===== src/rtl/butterfly_pipe.sv =====
// butterfly_pipe: two-stage valid/ready radix-2 combiner producing A+P and A-P per component.
// Optional build macro BFLY_SCALE_EN: halve each result (floor) at HALF_SIZE+1 bits; ovf then never sets.
module butterfly_pipe #(
  parameter int unsigned CPX_SIZE  = 74,
  parameter int unsigned HALF_SIZE = 37,
  parameter int unsigned PAIRS     = 512,
  parameter int unsigned CNT_W     = 9
) (
  input  logic                clk,
  input  logic                rst_n,
  input  logic [CPX_SIZE-1:0] in_top,
  input  logic [CPX_SIZE-1:0] in_prod,
  input  logic                in_valid,
  output logic                in_ready,
  output logic [CPX_SIZE-1:0] out_sum,
  output logic [CPX_SIZE-1:0] out_diff,
  output logic                out_valid,
  input  logic                out_ready,
  output logic                out_last,
  output logic                ovf
);

  localparam int unsigned EXT_W = HALF_SIZE + 1;
  localparam logic [CNT_W-1:0] CNT_LAST = CNT_W'(PAIRS - 1);

  // Elaboration-time guards on the parameter set.
  if (CPX_SIZE != 2 * HALF_SIZE) begin : g_bad_cpx
    $error("butterfly_pipe: CPX_SIZE must equal 2*HALF_SIZE");
  end
  if ((64'd1 << CNT_W) < 64'(PAIRS)) begin : g_bad_cnt
    $error("butterfly_pipe: CNT_W too narrow for PAIRS");
  end

  logic                s1_valid;
  logic [CPX_SIZE-1:0] s1_top;
  logic [CPX_SIZE-1:0] s1_prod;
  logic [CNT_W-1:0]    cnt;

  logic s2_load_c;
  logic s1_load_c;
  logic out_fire_c;

  // Handshake: each stage refills as soon as its occupant moves on.
  assign s2_load_c  = !out_valid || out_ready;
  assign s1_load_c  = !s1_valid || s2_load_c;
  assign out_fire_c = out_valid && out_ready;
  assign in_ready   = s1_load_c;
  assign out_last   = out_valid && (cnt == CNT_LAST);

  logic [HALF_SIZE-1:0] a_re_c;
  logic [HALF_SIZE-1:0] a_im_c;
  logic [HALF_SIZE-1:0] p_re_c;
  logic [HALF_SIZE-1:0] p_im_c;

  assign a_re_c = s1_top[CPX_SIZE-1:HALF_SIZE];
  assign a_im_c = s1_top[HALF_SIZE-1:0];
  assign p_re_c = s1_prod[CPX_SIZE-1:HALF_SIZE];
  assign p_im_c = s1_prod[HALF_SIZE-1:0];

  logic [HALF_SIZE-1:0] sum_re_c;
  logic [HALF_SIZE-1:0] sum_im_c;
  logic [HALF_SIZE-1:0] diff_re_c;
  logic [HALF_SIZE-1:0] diff_im_c;
  logic                 ovf_c;

`ifdef BFLY_SCALE_EN
  logic [EXT_W-1:0] sum_re_x;
  logic [EXT_W-1:0] sum_im_x;
  logic [EXT_W-1:0] diff_re_x;
  logic [EXT_W-1:0] diff_im_x;

  // One guard bit absorbs the carry; dropping the LSB is an arithmetic shift (floor).
  always_comb begin
    sum_re_x  = {a_re_c[HALF_SIZE-1], a_re_c} + {p_re_c[HALF_SIZE-1], p_re_c};
    sum_im_x  = {a_im_c[HALF_SIZE-1], a_im_c} + {p_im_c[HALF_SIZE-1], p_im_c};
    diff_re_x = {a_re_c[HALF_SIZE-1], a_re_c} - {p_re_c[HALF_SIZE-1], p_re_c};
    diff_im_x = {a_im_c[HALF_SIZE-1], a_im_c} - {p_im_c[HALF_SIZE-1], p_im_c};
    sum_re_c  = HALF_SIZE'(sum_re_x >> 1);
    sum_im_c  = HALF_SIZE'(sum_im_x >> 1);
    diff_re_c = HALF_SIZE'(diff_re_x >> 1);
    diff_im_c = HALF_SIZE'(diff_im_x >> 1);
  end

  assign ovf_c = 1'b0;
`else
  logic ovf_sum_re_c;
  logic ovf_sum_im_c;
  logic ovf_diff_re_c;
  logic ovf_diff_im_c;

  // Wrap arithmetic; overflow is read from operand/result sign bits.
  always_comb begin
    sum_re_c  = a_re_c + p_re_c;
    sum_im_c  = a_im_c + p_im_c;
    diff_re_c = a_re_c - p_re_c;
    diff_im_c = a_im_c - p_im_c;

    ovf_sum_re_c  = (a_re_c[HALF_SIZE-1] == p_re_c[HALF_SIZE-1]) &&
                    (sum_re_c[HALF_SIZE-1] != a_re_c[HALF_SIZE-1]);
    ovf_sum_im_c  = (a_im_c[HALF_SIZE-1] == p_im_c[HALF_SIZE-1]) &&
                    (sum_im_c[HALF_SIZE-1] != a_im_c[HALF_SIZE-1]);
    ovf_diff_re_c = (a_re_c[HALF_SIZE-1] != p_re_c[HALF_SIZE-1]) &&
                    (diff_re_c[HALF_SIZE-1] != a_re_c[HALF_SIZE-1]);
    ovf_diff_im_c = (a_im_c[HALF_SIZE-1] != p_im_c[HALF_SIZE-1]) &&
                    (diff_im_c[HALF_SIZE-1] != a_im_c[HALF_SIZE-1]);
  end

  assign ovf_c = ovf_sum_re_c || ovf_sum_im_c || ovf_diff_re_c || ovf_diff_im_c;
`endif

  // Pipeline registers, sticky overflow and pass counter.
  always_ff @(posedge clk) begin
    if (!rst_n) begin
      s1_valid  <= 1'b0;
      s1_top    <= '0;
      s1_prod   <= '0;
      out_valid <= 1'b0;
      out_sum   <= '0;
      out_diff  <= '0;
      cnt       <= '0;
      ovf       <= 1'b0;
    end else begin
      if (s1_load_c) begin
        s1_valid <= in_valid;
        if (in_valid) begin
          s1_top  <= in_top;
          s1_prod <= in_prod;
        end
      end

      if (s2_load_c) begin
        out_valid <= s1_valid;
        if (s1_valid) begin
          out_sum  <= {sum_re_c, sum_im_c};
          out_diff <= {diff_re_c, diff_im_c};
          ovf      <= ovf || ovf_c;
        end
      end

      if (out_fire_c) begin
        cnt <= (cnt == CNT_LAST) ? '0 : cnt + CNT_W'(1);
      end
    end
  end

endmodule


===== config.mk =====
export PLATFORM = sky130hd
export DESIGN_NAME = butterfly_pipe
export DESIGN_NICKNAME = d
export VERILOG_FILES = /design/src/rtl/butterfly_pipe.sv
export SDC_FILE = /design/constraint.sdc
export NUM_CORES = 1
export LEC_CHECK = 0
export ABC_AREA = 1
export ABC_CLOCK_PERIOD_IN_PS = 6200
export CAP_MARGIN = 20
export CORE_MARGIN = 5
export CORE_UTILIZATION = 45
export DETAILED_ROUTE_END_ITERATION = 12
export PLACE_DENSITY = 0.68
export REMOVE_ABC_BUFFERS = 1
export SYNTH_ARGS = -nofsm -noshare
export SYNTH_HDL_FRONTEND = slang
export SYNTH_SLANG_ARGS = --single-unit

===== constraint.sdc =====
create_clock -name clk -period 6.2 [get_ports clk]
set_clock_uncertainty 0.2 [all_clocks]
set_input_delay 1.24 -clock clk [delete_from_list [all_inputs] [get_ports clk]]
set_output_delay 1.24 -clock clk [all_outputs]
set_load 0.05 [all_outputs]

==> key figures <==
Status
  • Status: finished, final reports clean

Drt
  • Routed WL: ~75000 um
  • Antenna-violating nets left: 0
  • DR DRC count: 0
  • Wirelength per Cell: between 15 and 20 um
  • Vias: roughly 21000
  • Drt pass-1 iters: 6
  • Vias per cell: 5.38
  • DRT iter0 DRCs: ~1300

STA
  • Period utilization: 68.0%
  • RSZ-0062 raised after global routing: no
  • Fin. Hold Viols: 0
  • Final setup fails: 0
  • Slew @ Worst Pin: approximately 1.0 ns
  • Slew Limit Fails: 0
  • Final period demand of the worst path: 4.21 ns
  • F_max: between 0.2 and 0.25 GHz
  • Slew headroom: between 30% and 40%

Synthesis
  • Synthesized instance count: around 3100
  • Distinct cells, synth: 50
  • Mapped cell area: roughly 20000 sq um
  • Commonest cells in the netlist: nor2_1, inv_1, nand2_1
  • EDFF count, synth: 0
  • Ys async rst share: 0%
  • Top FF cell, synth: dfxtp_1
  • Post-synth top area share: between 20% and 30%
  • Top post-synthesis cells by area: dfxtp_1, nor2_1, ha_1, inv_1, nand2_1
  • Sequential area share after synthesis: between 20 and 30%
  • Most common cell in the netlist: nor2_1
  • Yosys top cell by area: dfxtp_1
  • Number of synthesized register bits: just over 300
  • Synth Warn #: 0
  • Avg Cell Area, Syn: roughly 6.5 sq um

Pwr
  • Leak Pwr: roughly 12 nW
  • Sequential power share: between 30% and 40%
  • Clk network pwr share: ~32%
  • Sw Ratio: between 30% and 40%
  • Sw power: 2.45 mW
  • Pwr Density: ~260 nW/um^2
  • Combinational Power Share: between 30% and 40%
  • Max VDD drop: 226 uV
  • Int Pwr: roughly 4.0 mW

Layout
  • Core Util, Final: between 50% and 60%
  • Fillers: 4547
  • Fin area: about 25000 sq um
  • Area occupied by multi-input gates: between 10000 and 15000 sq um
  • Layout cells sized above 1: under 10%
  • Register Area: approximately 6100 sq um
  • Synthesis-to-layout area growth: 21.5%
  • Final Net Count: around 3600

Setup path
  • Crit-path cells: clkdlybuf4s50_1, inv_1, nand3_1, clkdlybuf4s50_1
  • Worst Path Required: 4.76 ns
  • CP max FO: 3
  • CP Class: input pin to output port
  • Worst path slowest cell: clkdlybuf4s50_1
  • CP startpoint kind: input pin
  • Most used cell, CP: clkdlybuf4s50_1
  • CP delay by family, top: buffers and inverters
  • Register-to-Register Path Depth: 15
  • Worst path depth: 4
  • Crit path buf inv count: 3
  • Worst path max stage delay: roughly 0.84 ns
  • Setup crit end kind: output port
  • Crit path DAT: between 2 and 3 ns

CTS
  • CTS tree: done
  • Root Buffer: clkbuf_16
  • Clk buf depth: 3
  • Cts bufs inserted: 36
  • Cts hold-fix bufs: 0
  • Post-cts sizing count: 0
  • Clk sinks: between 300 and 400
  • Reg clk slew, reported paths: ~0.05 ns
  • CTS H-tree lvls: 2
  • Clock Latency Late Sink: around 0.57 ns
  • Postcts setup bufs: 0

Min path
  • Worst hold-check path type: register to register
  • Hold depth: 2

Global route
  • GR Util met2: about half
  • Grt total ovfl: 0
  • Global-route track usage on met3: around 3.9%
  • Largest net degree at the start of global routing: a little over 100
  • Global-route wire length before repair: 115000 um
  • Vias in the first global route: 21000
  • Met1 Resource Use GR: 35.6%
  • Global-route usage over all layers: 28.7%
  • Number of antenna violations at the first check in global routing: 1
  • Gr busiest metal: met2

Floorplan
  • Core Rows: 78
  • Overall die width: approximately 220 um
  • Die span in y: between 200 and 250 um
  • I/O Pins: between 300 and 400
  • Initial core utilization: 45.3%
  • Die Area: 49800 sq um
  • Core area: 45200 sq um

Flow run
  • Max cap viols: 0

Placed design
  • GPL Wtd Cong: ~1
  • Port Buffers: around 300
  • DP HPWL: between 50000 and 60000 um
  • Area post-placement: ~24000 sq um
==> logic make-up after synthesis <==
logic type	synth area share, %
and+or+nand+nor	24.0
AOI/OAI and AO/OA	22.6
buffers and inverters	11.6
DFF	30.0
adders and majority gates	9.32
xor gates and xnor gates	2.48
==> per-layer routing <==
layer,vias up,wire length (um)
met2,639,36500
met4,0,2880
met1,10000,31600
li1,10500,-
met3,134,4010
met5,-,0
==> cells in the final DEF, fill, tap and decap left out, types with 7 or more instances in the layout <==
| master | count |
|---|---|
| a221oi_1 | 7 |
| clkdlybuf4s50_1 | 302 |
| xor2_1 | 52 |
| nand4_1 | 14 |
| a21oi_1 | 281 |
| clkbuf_16 | 36 |
| nor2_1 | 581 |
| a211oi_1 | 7 |
| inv_1 | 438 |
| o21bai_1 | 22 |
| o21ai_1 | 35 |
| a21o_1 | 16 |
| inv_2 | 19 |
| nand3_1 | 103 |
| nand2_2 | 13 |
| clkinv_2 | 9 |
| clkbuf_1 | 8 |
| buf_4 | 11 |
| ha_1 | 146 |
| nor3_1 | 35 |
| o21ai_2 | 7 |
| o211ai_1 | 19 |
| o221ai_1 | 24 |
| dfxtp_1 | 306 |
| o21ai_0 | 322 |
| a21oi_2 | 16 |
| nand2_1 | 433 |
| o21a_1 | 15 |
==> worst min-delay path: cells and delay by family (launching register included) <==
| kind | cells | cell delay (ns) |
|---|---|---|
| compound gates | 1 | 0.05 |
| flops | 1 | 0.30 |
| buf+inv | 1 | 0.06 |
==> through the flow <==
step | hold WS [ns] | power, mW | std cells | setup WS [ns] | setup TNS (ns)
final | 0.257 | 6.43 | 3970 | 1.99 | 0
after global routing | 0.293 | 6.74 | 3970 | 1.87 | 0
after global placement | 0.242 | 4.35 | 3906 | 2.00 | 0
after detailed placement | 0.249 | 4.37 | 3906 | 1.99 | 0
after CTS | 0.258 | 6.46 | 3969 | 1.98 | 0
after floorplan | 0.234 | 3.61 | 2992 | -0.621 | -44.73
==> sequential cells by signal, indices dropped and copies added (netlist names) <==
register and count:
cnt 9, out_sum 73, out_diff 73, out_valid 1
s1_prod 74, ovf 1, s1_top 74, s1_valid 1
==> final timing paths <==
| path | from | end | slack, ns |
|---|---|---|---|
| worst max-delay path | out_ready | in_ready | 1.99 |
| worst min-delay path | cnt[7] | cnt[7] | 0.26 |
| worst max register to register | s1_top[37] | out_diff[69] | 2.87 |
| worst min register to register | cnt[7] | cnt[7] | 0.26 |
==> power groups by stage <==
| stage | registers [mW] | logic, mW | clock network, mW |
|---|---|---|---|
| floorplan | 2.52 | 1.09 | 0 |
| CTS | 2.23 | 2.11 | 2.12 |
| finish | 2.23 | 2.13 | 2.08 |
| detailed placement | 2.27 | 2.10 | 0 |
| global placement | 2.26 | 2.08 | 0 |
| global route | 2.24 | 2.31 | 2.19 |
==> cell type report <==
type,count,area share [%]
Multi-Input combinational cell,2226,48.2
Sequential cell,306,24.7
Antenna cell,1,0.0101
Tap cell,600,3.02
Clock inverter,13,0.529
Clock buffer,50,4.08
Timing Repair Buffer,314,12.6
Inverter,460,6.98
Power figures use the tool's default switching activity.
